===== src/rtl/round_sequencer.sv =====
// -----------------------------------------------------------------------------
// round_sequencer
// Game-flow controller for the memory-pattern game. Each round it shows the
// first round_len pattern entries one at a time, then hands control to the
// player-input phase. It times the per-press input window and the GOOD/LOSE
// pauses, decides GOOD/LOSE/WIN and reports the final score. All timing
// advances only on the level-rate tick enable. The exceptions are the
// player-input decisions and the WAIT_LOAD exit, which are evaluated on
// every clk.
//
// Ports:
//   clk, rst_n      system clock, asynchronous active-low reset
//   tick            one-cycle enable at the level rate
//   start, abort    one-cycle control pulses (abort wins over start)
//   pat_ready       pattern table fully loaded
//   press_valid     one-cycle pulse per debounced press
//   press_correct   press_valid qualifier: button matches entry expect_idx
//   show_on         entry pat_idx is being displayed
//   pat_idx         entry currently shown
//   expect_idx      entry the player must enter next
//   round_len       entries in the current round
//   in_input        high while waiting for player presses
//   msg_sel         0=blank 1=GOOD 2=LOSE 3=WIN
//   game_over       one-cycle pulse on entering OVER
//   score           completed rounds, valid from game_over until next start
// -----------------------------------------------------------------------------
module round_sequencer #(
  parameter int PAT_LEN       = 50,
  parameter int IDX_W         = 6,
  parameter int START_LEN     = 1,
  parameter int ON_TICKS      = 2,
  parameter int OFF_TICKS     = 1,
  parameter int TIMEOUT_TICKS = 3,
  parameter int PAUSE_TICKS   = 2
) (
  input  logic             clk,
  input  logic             rst_n,
  input  logic             tick,
  input  logic             start,
  input  logic             abort,
  input  logic             pat_ready,
  input  logic             press_valid,
  input  logic             press_correct,
  output logic             show_on,
  output logic [IDX_W-1:0] pat_idx,
  output logic [IDX_W-1:0] expect_idx,
  output logic [IDX_W-1:0] round_len,
  output logic             in_input,
  output logic [1:0]       msg_sel,
  output logic             game_over,
  output logic [IDX_W-1:0] score
);

  localparam int CNT_W = 8;

  localparam logic [2:0] ST_IDLE       = 3'd0;
  localparam logic [2:0] ST_WAIT_LOAD  = 3'd1;
  localparam logic [2:0] ST_SHOW_ON    = 3'd2;
  localparam logic [2:0] ST_SHOW_OFF   = 3'd3;
  localparam logic [2:0] ST_INPUT      = 3'd4;
  localparam logic [2:0] ST_PAUSE_GOOD = 3'd5;
  localparam logic [2:0] ST_PAUSE_LOSE = 3'd6;
  localparam logic [2:0] ST_OVER       = 3'd7;

  localparam logic [1:0] MSG_BLANK = 2'd0;
  localparam logic [1:0] MSG_GOOD  = 2'd1;
  localparam logic [1:0] MSG_LOSE  = 2'd2;
  localparam logic [1:0] MSG_WIN   = 2'd3;

  // Phase counters load (count-1) and expire on the tick that sees zero.
  // The input timer instead holds the full tick count and times out on
  // the tick that sees one, so a reload restores the whole window.
  localparam logic [CNT_W-1:0] CNT_ZERO     = {CNT_W{1'b0}};
  localparam logic [CNT_W-1:0] CNT_ONE      = CNT_W'(1);
  localparam logic [CNT_W-1:0] ON_LOAD      = CNT_W'(ON_TICKS - 1);
  localparam logic [CNT_W-1:0] OFF_LOAD     = CNT_W'(OFF_TICKS - 1);
  localparam logic [CNT_W-1:0] PAUSE_LOAD   = CNT_W'(PAUSE_TICKS - 1);
  localparam logic [CNT_W-1:0] TIMEOUT_LOAD = CNT_W'(TIMEOUT_TICKS);

  localparam logic [IDX_W-1:0] IDX_ZERO    = {IDX_W{1'b0}};
  localparam logic [IDX_W-1:0] IDX_ONE     = IDX_W'(1);
  localparam logic [IDX_W-1:0] START_RL    = IDX_W'(START_LEN);
  localparam logic [IDX_W-1:0] PAT_LEN_IDX = IDX_W'(PAT_LEN);

  logic [2:0]       state_r, state_s, nxt_state_s;
  logic [CNT_W-1:0] cnt_r, cnt_s, nxt_cnt_s;
  logic [IDX_W-1:0] pat_idx_r, pat_idx_s, nxt_pat_idx_s;
  logic [IDX_W-1:0] expect_idx_r, expect_idx_s, nxt_expect_idx_s;
  logic [IDX_W-1:0] round_len_r, round_len_s, nxt_round_len_s;
  logic [1:0]       msg_sel_r, msg_sel_s, nxt_msg_sel_s;
  logic [IDX_W-1:0] score_r, score_s, nxt_score_s;
  logic             show_on_r, in_input_r, game_over_r;
  logic             last_show_s, last_expect_s;

  assign last_show_s   = (pat_idx_r == (round_len_r - IDX_ONE));
  assign last_expect_s = (expect_idx_r == (round_len_r - IDX_ONE));

  // Round FSM: next state, counter and datapath values (abort handled later).
  always_comb begin
    nxt_state_s      = state_r;
    nxt_cnt_s        = cnt_r;
    nxt_pat_idx_s    = pat_idx_r;
    nxt_expect_idx_s = expect_idx_r;
    nxt_round_len_s  = round_len_r;
    nxt_msg_sel_s    = msg_sel_r;
    nxt_score_s      = score_r;
    case (state_r)
      ST_IDLE: begin
        if (start) begin
          nxt_score_s      = IDX_ZERO;
          nxt_msg_sel_s    = MSG_BLANK;
          nxt_pat_idx_s    = IDX_ZERO;
          nxt_expect_idx_s = IDX_ZERO;
          if (pat_ready) begin
            nxt_state_s     = ST_SHOW_ON;
            nxt_cnt_s       = ON_LOAD;
            nxt_round_len_s = START_RL;
          end else begin
            nxt_state_s = ST_WAIT_LOAD;
            nxt_cnt_s   = CNT_ZERO;
          end
        end else begin
          nxt_state_s = ST_IDLE;
        end
      end
      ST_WAIT_LOAD: begin
        // Leaves as soon as the table is loaded, independent of tick.
        if (pat_ready) begin
          nxt_state_s     = ST_SHOW_ON;
          nxt_cnt_s       = ON_LOAD;
          nxt_round_len_s = START_RL;
        end else begin
          nxt_state_s = ST_WAIT_LOAD;
        end
      end
      ST_SHOW_ON: begin
        if (tick) begin
          if (cnt_r == CNT_ZERO) begin
            nxt_state_s = ST_SHOW_OFF;
            nxt_cnt_s   = OFF_LOAD;
          end else begin
            nxt_cnt_s = cnt_r - CNT_ONE;
          end
        end else begin
          nxt_cnt_s = cnt_r;
        end
      end
      ST_SHOW_OFF: begin
        if (tick) begin
          if (cnt_r == CNT_ZERO) begin
            if (last_show_s) begin
              nxt_state_s      = ST_INPUT;
              nxt_cnt_s        = TIMEOUT_LOAD;
              nxt_pat_idx_s    = IDX_ZERO;
              nxt_expect_idx_s = IDX_ZERO;
            end else begin
              nxt_state_s   = ST_SHOW_ON;
              nxt_cnt_s     = ON_LOAD;
              nxt_pat_idx_s = pat_idx_r + IDX_ONE;
            end
          end else begin
            nxt_cnt_s = cnt_r - CNT_ONE;
          end
        end else begin
          nxt_cnt_s = cnt_r;
        end
      end
      ST_INPUT: begin
        nxt_msg_sel_s = MSG_BLANK;
        // A press is decided before the tick, so a press in the timeout
        // cycle wins over the timeout.
        if (press_valid) begin
          if (press_correct) begin
            if (last_expect_s) begin
              nxt_state_s   = ST_PAUSE_GOOD;
              nxt_cnt_s     = PAUSE_LOAD;
              nxt_msg_sel_s = MSG_GOOD;
            end else begin
              nxt_expect_idx_s = expect_idx_r + IDX_ONE;
              nxt_cnt_s        = TIMEOUT_LOAD;
            end
          end else begin
            nxt_state_s   = ST_PAUSE_LOSE;
            nxt_cnt_s     = PAUSE_LOAD;
            nxt_msg_sel_s = MSG_LOSE;
          end
        end else if (tick) begin
          if (cnt_r <= CNT_ONE) begin
            nxt_state_s   = ST_PAUSE_LOSE;
            nxt_cnt_s     = PAUSE_LOAD;
            nxt_msg_sel_s = MSG_LOSE;
          end else begin
            nxt_cnt_s = cnt_r - CNT_ONE;
          end
        end else begin
          nxt_cnt_s = cnt_r;
        end
      end
      ST_PAUSE_GOOD: begin
        if (tick) begin
          if (cnt_r == CNT_ZERO) begin
            nxt_score_s = round_len_r;
            // Checked before incrementing so round_len never passes PAT_LEN.
            if (round_len_r >= PAT_LEN_IDX) begin
              nxt_state_s   = ST_OVER;
              nxt_cnt_s     = CNT_ZERO;
              nxt_msg_sel_s = MSG_WIN;
            end else begin
              nxt_state_s     = ST_SHOW_ON;
              nxt_cnt_s       = ON_LOAD;
              nxt_round_len_s = round_len_r + IDX_ONE;
              nxt_pat_idx_s   = IDX_ZERO;
              nxt_msg_sel_s   = MSG_BLANK;
            end
          end else begin
            nxt_cnt_s = cnt_r - CNT_ONE;
          end
        end else begin
          nxt_cnt_s = cnt_r;
        end
      end
      ST_PAUSE_LOSE: begin
        if (tick) begin
          if (cnt_r == CNT_ZERO) begin
            nxt_state_s = ST_OVER;
            nxt_cnt_s   = CNT_ZERO;
          end else begin
            nxt_cnt_s = cnt_r - CNT_ONE;
          end
        end else begin
          nxt_cnt_s = cnt_r;
        end
      end
      ST_OVER: begin
        // msg_sel and score hold so the result stays on display.
        if (start && pat_ready) begin
          nxt_state_s      = ST_SHOW_ON;
          nxt_cnt_s        = ON_LOAD;
          nxt_round_len_s  = START_RL;
          nxt_pat_idx_s    = IDX_ZERO;
          nxt_expect_idx_s = IDX_ZERO;
          nxt_score_s      = IDX_ZERO;
          nxt_msg_sel_s    = MSG_BLANK;
        end else begin
          nxt_state_s = ST_OVER;
        end
      end
      default: begin
        nxt_state_s      = ST_IDLE;
        nxt_cnt_s        = CNT_ZERO;
        nxt_pat_idx_s    = IDX_ZERO;
        nxt_expect_idx_s = IDX_ZERO;
        nxt_round_len_s  = IDX_ZERO;
        nxt_msg_sel_s    = MSG_BLANK;
        nxt_score_s      = score_r;
      end
    endcase
  end

  // Abort override: back to IDLE with reset values, keeping the score.
  always_comb begin
    if (abort) begin
      state_s      = ST_IDLE;
      cnt_s        = CNT_ZERO;
      pat_idx_s    = IDX_ZERO;
      expect_idx_s = IDX_ZERO;
      round_len_s  = IDX_ZERO;
      msg_sel_s    = MSG_BLANK;
      score_s      = score_r;
    end else begin
      state_s      = nxt_state_s;
      cnt_s        = nxt_cnt_s;
      pat_idx_s    = nxt_pat_idx_s;
      expect_idx_s = nxt_expect_idx_s;
      round_len_s  = nxt_round_len_s;
      msg_sel_s    = nxt_msg_sel_s;
      score_s      = nxt_score_s;
    end
  end

  // State, counter and registered outputs.
  always_ff @(posedge clk or negedge rst_n) begin
    if (!rst_n) begin
      state_r      <= ST_IDLE;
      cnt_r        <= CNT_ZERO;
      pat_idx_r    <= IDX_ZERO;
      expect_idx_r <= IDX_ZERO;
      round_len_r  <= IDX_ZERO;
      msg_sel_r    <= MSG_BLANK;
      score_r      <= IDX_ZERO;
      show_on_r    <= 1'b0;
      in_input_r   <= 1'b0;
      game_over_r  <= 1'b0;
    end else begin
      state_r      <= state_s;
      cnt_r        <= cnt_s;
      pat_idx_r    <= pat_idx_s;
      expect_idx_r <= expect_idx_s;
      round_len_r  <= round_len_s;
      msg_sel_r    <= msg_sel_s;
      score_r      <= score_s;
      show_on_r    <= (state_s == ST_SHOW_ON);
      in_input_r   <= (state_s == ST_INPUT);
      game_over_r  <= (state_s == ST_OVER) && (state_r != ST_OVER);
    end
  end

  assign show_on    = show_on_r;
  assign pat_idx    = pat_idx_r;
  assign expect_idx = expect_idx_r;
  assign round_len  = round_len_r;
  assign in_input   = in_input_r;
  assign msg_sel    = msg_sel_r;
  assign game_over  = game_over_r;
  assign score      = score_r;

endmodule


===== config.mk =====
export PLATFORM = sky130hd
export DESIGN_NAME = round_sequencer
export DESIGN_NICKNAME = d
export VERILOG_FILES = /design/src/rtl/round_sequencer.sv
export SDC_FILE = /design/constraint.sdc
export NUM_CORES = 1
export LEC_CHECK = 0
export ABC_AREA = 1
export BUFFER_PORTS_ARGS = -buffer_cell sky130_fd_sc_hd__buf_4
export CELL_PAD_IN_SITES_DETAIL_PLACEMENT = 0
export CELL_PAD_IN_SITES_GLOBAL_PLACEMENT = 1
export CORE_ASPECT_RATIO = 0.75
export CORE_MARGIN = 2
export CORE_UTILIZATION = 45
export CTS_CLUSTER_DIAMETER = 30
export DETAILED_ROUTE_END_ITERATION = 8
export PLACE_DENSITY_LB_ADDON = 0.1
export SLEW_MARGIN = 20
export SYNTH_ARGS = -nofsm -noshare
export SYNTH_HDL_FRONTEND = slang
export SYNTH_SLANG_ARGS = --single-unit

===== constraint.sdc =====
create_clock -name clk -period 3.7 [get_ports clk]
set_input_delay 0.185 -clock clk [delete_from_list [all_inputs] [get_ports clk]]
set_output_delay 0.185 -clock clk [all_outputs]
set_load 0.05 [all_outputs]

==> run summary, run 1 <==
===============================================================================
Worst clock skew                                                     0.01217 ns
Worst-case headroom to the max-slew limit                                63.90%
Met1 capacity usage during global routing                                36.25%
Post-Syn Area per Cell                                              6.887 sq um
Initial antenna violation count                                               0
Buffer cell driving the clock tree root                                clkbuf_8
Gate count after technology mapping                                         446
Final HPWL from detailed placement                                     6.375 mm
Clock Pin Slew Worst Setup and Hold Paths                               0.09 ns
Hold/Removal Path Class                                            input port to register
Kind of critical path                                              register to register
Series of cell instances along the critical path                   inv_2 -> ha_1 -> inv_1 -> nand2_1 -> nand2_1 -> nor2_1 -> nand3_1 -> nor2_1 -> nand3_1 -> nand2_1 -> nand3_2 -> nand2_1 -> o21ai_2
Die footprint                                                        7510 sq um
Drt first pass iters                                                          4
Synthesis-to-finish area growth                                          14.42%
Final worst setup slack                                                1.392 ns
Clk_lat worst skew                                                      0.30 ns
Count of H-tree levels built during CTS                                       2
Number of cells upsized or downsized after cts                                0
Count of non-filler cells in the finished layout                            570
Pin count of the biggest net entering global routing                         41
Max-slew violation count                                                      0
Number of buffers between clock root and the deepest sink                     2
Antenna fix cells                                                             0
Std-Cell Rows                                                                26
Critical path's slowest cell                                            dfrtp_1
Syn Nets                                                                    461
Worst reg-to-reg setup slack                                            1.39 ns
Result of the run                                                  finished, final reports clean
Total GRT Usage                                                          22.23%
Unrepaired setup endpoints after global routing                              no
Count of input and output buffers                                            36
Pre-CTS setup slack                                                    1.389 ns
I/O Pins                                                                     37
Clk sinks                                                                    40
Max-Cap Viols                                                                 0
Total DRC errors in the routed layout                                         0
Number of routed nets with antenna violations                                 0
Most used routing layer in global routing                                  met1
Maximum clock frequency                                              0.4333 GHz
Core Box Area                                                        6701 sq um
Sequential share of the synthesized area                                 32.59%
Critical path buffers and inverters                                           2
Number of warning messages in the yosys log                                   0
Met2 usage in global routing                                             30.48%
Transition time at the pin with the least slew margin                 0.5415 ns
Clock buffer count from CTS                                                   5
Register bit count reported by yosys                                         40
Cell area after synthesis                                            3072 sq um
CTS tree                                                                   done
Vias per cell                                                             5.147
GR Util met3                                                             3.945%
Average wire per cell in the routed design                         14.23 microns
Worst vdd rail ir drop                                                0.1981 mV
Synth async-reset ratio                                                  100.0%
Power Density                                                      451.1 nW/um^2
Post-synth cell types                                                        36
Die extent in y                                                    75.55 microns
Most used DFF post-synth                                                dfrtp_1
Cell count after placement                                                  561
Setup_tns                                                                  0 ns
Number of synthesized flops with an enable pin                                0
Share of cells above drive strength 1                                    19.96%
Number of endpoints with negative hold slack in the final report              0
Cell occurring most often along the worst timing path                   nand2_1
Initial cell density of the core                                         45.84%
Required time of the worst setup path                                   3.89 ns
Wire length of the first global-routing pass                           13.09 mm
Routed wire length                                                     8.112 mm
Data arrival time of the critical path                                  2.50 ns
Via count                                                                  2934
Number of failing setup endpoints in the final timing report                  0
Remaining global-route overflow                                               0
Crit start category                                                    register
Die W                                                              99.40 microns
Leakage                                                                1.874 nW
Layout net count                                                            500
Cell family with most CP delay                                     simple AND/OR/NAND/NOR gates
Number of fill cells                                                        675
Vias in the first global route                                             2561
Endpoint class of the critical path                                    register
Highest fanout seen on the critical path                                     12
Largest stage delay, worst path                                         0.50 ns
Period utilization                                                       62.38%
Global placement routability congestion                                  0.9236
Detailed Route Iter0 Violations                                             231
Time the final worst path needs with I/O delays and setup              2.308 ns
===============================================================================
==> power breakdown <==
| group | total [mW] | internal [mW] | switching (mW) |
|---|---|---|---|
| sequential | 0.522 | 0.474 | 0.0483 |
| combinational | 0.701 | 0.224 | 0.477 |
| clock | 0.363 | 0.200 | 0.162 |
==> cell usage in the layout (no fill, tap or decap), drive strengths merged <==
master and n:
bufinv 1, nor2 63, clkbuf 6, a21oi 14
o211ai 1, dlygate4sd3 1, or2 1, inv 66
a21o 1, ha 7, a31o 1, nor3b 2
o21a 3, dfrtp 40, nand3b 2, nor3 5
o21ai 30, a21boi 1, nand2 129, xor2 8
nand3 57, clkinv 1, o21bai 2, o2111a 1
nand4 7, buf 36
==> final cells by class <==
type / count / area, sq um / share of cell area (%)
clock inverter: 2 / 35.03 / 0.9968
clock buffer: 6 / 72.57 / 2.065
timing repair buffer: 37 / 280.3 / 7.974
multi-input combinational: 335 / 1770 / 50.37
inverter: 66 / 250.2 / 7.120
sequential: 40 / 1001 / 28.48
tap: 84 / 105.1 / 2.990
==> cell usage after synthesis (6+ instances only) <==
| cell type | count | share of area, % |
|---|---|---|
| dfrtp_1 | 40 | 33 |
| nand4_1 | 7 | 1.4 |
| ha_1 | 7 | 2.9 |
| nand2_4 | 6 | 2.2 |
| inv_2 | 12 | 1.5 |
| nand2_2 | 11 | 2.2 |
| nor2_4 | 8 | 2.9 |
| a21oi_1 | 13 | 2.1 |
| o21ai_0 | 23 | 3.7 |
| o21ai_2 | 6 | 1.7 |
| inv_1 | 53 | 6.5 |
| nor2_1 | 51 | 6.2 |
| xor2_1 | 8 | 2.3 |
| nand2_1 | 112 | 14 |
| nand3_1 | 55 | 9.0 |
==> kinds of logic after synthesis <==
logic type	share of synthesized area [%]
and+or+nand+nor	41.87
buffers and inverters	9.776
DFF	32.59
adders and majority gates	2.851
AOI/OAI and AO/OA	10.63
xor gates and xnor gates	2.281
==> flip-flops by register name, summed over array words and instances, names as in the netlist <==
name and cells:
cnt_r 8, expect_idx 6, pat_idx 6, round_len 6, score 6, state_r 3, msg_sel 2, game_over 1
in_input 1, show_on 1
==> layer usage <==
| metal | wire (microns) | share of wire, % |
|---|---|---|
| met4 | 56 | 0.69 |
| met5 | 0 | 0 |
| met3 | 507 | 6.3 |
| met1 | 4355 | 54 |
| met2 | 3193 | 39 |
==> metrics by stage <==
stage	util, %	cell area (sq um)	hold WS, ns	power, mW
after global routing	52.45	3515	0.1138	1.711
after floorplan	-	3072	-0.1106	1.083
after detailed placement	50.69	3397	0.2069	1.225
after global placement	50.69	3397	0.2062	1.222
after CTS	52.45	3515	0.1070	1.591
final	52.45	3515	0.1122	1.585
==> final timing paths <==
kind,cells after the start,endpoint,from
worst min register to register,1,msg_sel[0]$_DFFE_PN0P_,msg_sel[0]$_DFFE_PN0P_
worst max-delay path,13,expect_idx[0]$_DFFE_PN0P_,round_len[0]$_DFFE_PN0P_
max in group asynchronous,2,cnt_r[4]$_DFFE_PN0P_,rst_n
worst min-delay path,2,state_r[2]$_DFF_PN0_,abort
min in group asynchronous,2,score[2]$_DFFE_PN0P_,rst_n
worst max register to register,13,expect_idx[0]$_DFFE_PN0P_,round_len[0]$_DFFE_PN0P_
==> what timing repair did <==
action,in CTS,in global routing
endpoints found under the hold margin,40,0
buffers inserted,0,0
hold buffers,1,0
Note: power is estimated with default switching activity, not from simulation.
==> run 2, diff against run 1 <==
CORE_UTILIZATION = 42   (was 45)
clock period = 2.3 ns   (was 3.7 ns; I/O delays follow)
==> run summary, run 2 (synthesis results as in run 1) <==
==================================================================================
CTS tree                                                                      done
Endpoint class of the critical path                                       register
Pin count of the biggest net entering global routing                            41
Routed wire length                                                        8.130 mm
Wire length of the first global-routing pass                              13.47 mm
Worst vdd rail ir drop                                                   0.2886 mV
Drt first pass iters                                                             4
Number of routed nets with antenna violations                                    0
Average wire per cell in the routed design                            13.85 microns
Pre-CTS setup slack                                                      0.1849 ns
Number of failing setup endpoints in the final timing report                     0
Worst hold slack                                                        0.05013 ns
Std-Cell Rows                                                                   26
Total GRT Usage                                                             21.40%
Remaining global-route overflow                                                  0
Crit start category                                                       register
Layout net count                                                               503
Max-Cap Viols                                                                    0
Max-slew violation count                                                         0
Result of the run                                                     finished, final reports clean
Vias in the first global route                                                2682
Clock Pin Slew Worst Setup and Hold Paths                                  0.08 ns
Count of input and output buffers                                               36
Initial cell density of the core                                            44.12%
Number of endpoints with negative hold slack in the final report                 0
Required time of the worst setup path                                      2.53 ns
Number of buffers inserted by post-CTS setup repair                              0
Hold/Removal Path Class                                               input port to register
Unrepaired setup endpoints after global routing                                 no
Power Density                                                         698.4 nW/um^2
Worst-case headroom to the max-slew limit                                   63.51%
Detailed Route Iter0 Violations                                                224
Clk_lat worst skew                                                         0.29 ns
Via count                                                                     2908
Clock buffer count from CTS                                                      5
Final worst setup slack                                                  0.2517 ns
Transition time at the pin with the least slew margin                    0.5474 ns
Antenna fix cells                                                                0
Period utilization                                                          89.06%
Final HPWL from detailed placement                                        6.404 mm
Buffer cell driving the clock tree root                                   clkbuf_8
Global placement routability congestion                                     0.9149
Time the final worst path needs with I/O delays and setup                 2.048 ns
Die footprint                                                           8021 sq um
Die extent in y                                                       78.06 microns
Data arrival time of the critical path                                     2.28 ns
Flip-flop count of the largest register, all copies and words added              8
Most common library cell in the layout ignoring fill and taps              nand2_1
Leakage                                                                   1.881 nW
Worst clock skew                                                       0.005053 ns
Pwr Total                                                                 2.477 mW
Kind of critical path                                                 register to register
Total DRC errors in the routed layout                                            0
Core Box Area                                                           6962 sq um
Number of buffers between clock root and the deepest sink                        2
Share of cells above drive strength 1                                       20.45%
Highest fanout seen on the critical path                                         6
Setup_tns                                                                     0 ns
Commonest cells after routing, fill and taps aside                    112 x nand2_1, 55 x nand3_1, 53 x inv_1
Die W                                                                 102.8 microns
Clk sinks                                                                       40
Initial antenna violation count                                                  0
Number of fill cells                                                           750
Register bank with the most flops                                            cnt_r
Maximum clock frequency                                                 0.4882 GHz
Synthesis-to-finish area growth                                             15.48%
I/O Pins                                                                        37
Vias per cell                                                                4.954
Count of H-tree levels built during CTS                                          2
==================================================================================
## run 2: layer usage
metal	vias up	wire length (microns)	track usage (%)
met1	1330	4438	33.87
met3	6	493	5.521
met2	60	3146	29.22
met4	0	51	3.816
met5	-	0	0
li1	1512	-	-
## run 2: critical path: stages, from the launching register on
cell	delay (ns)
dfrtp_1	0.39
inv_2	0.12
ha_1	0.30
xor2_1	0.16
o21ai_0	0.11
nor2_1	0.12
nand2_1	0.06
inv_1	0.08
nand3_1	0.16
nand2_1	0.15
nand2_1	0.10
nor2_1	0.09
nand2_1	0.06
nor2_1	0.08
## run 2: worst paths after layout
| kind | from | endpoint | slack, ns | cells past startpoint |
|---|---|---|---|---|
| min in group asynchronous | rst_n | round_len[1]$_DFFE_PN0P_ | 0.34 | 2 |
| setup / recovery | round_len[0]$_DFFE_PN0P_ | game_over$_DFF_PN0_ | 0.25 | 13 |
| max in group asynchronous | rst_n | pat_idx[2]$_DFFE_PN0P_ | 1.57 | 2 |
| setup reg to reg | round_len[0]$_DFFE_PN0P_ | game_over$_DFF_PN0_ | 0.25 | 13 |
| hold / removal | abort | state_r[2]$_DFF_PN0_ | 0.05 | 2 |
| hold reg to reg | score[5]$_DFFE_PN0P_ | score[5]$_DFFE_PN0P_ | 0.49 | 2 |
## run 2: metrics by stage
step | instances | util, % | instance area (sq um)
finish | 587 | 50.95 | 3547
global route | 587 | 50.95 | 3547
CTS | 587 | 50.81 | 3537
detailed placement | 578 | 49.37 | 3437
global placement | 578 | 49.37 | 3437
floorplan | 446 | - | 3072
## run 2: power breakdown
group / total (mW) / internal [mW] / switching, mW
Sequential: 0.832 / 0.762 / 0.0701
Combinational: 1.15 / 0.378 / 0.773
Clock: 0.494 / 0.245 / 0.249
Total: 2.48 / 1.39 / 1.09
## run 2: cell type report
type | count | area, sq um | share of cell area (%)
tap | 98 | 122.6 | 3.457
clock buffer | 8 | 90.09 | 2.540
sequential | 40 | 1001 | 28.22
timing repair buffer | 40 | 302.8 | 8.536
inverter | 66 | 250.2 | 7.055
multi-input combinational | 335 | 1780 | 50.19
## run 2: repair_timing
item | in CTS | in global routing
hold endpoints to repair | 40 | 0
gates resized for setup | 0 | 2
setup endpoints to repair | 0 | 6
hold buffers | 1 | 0
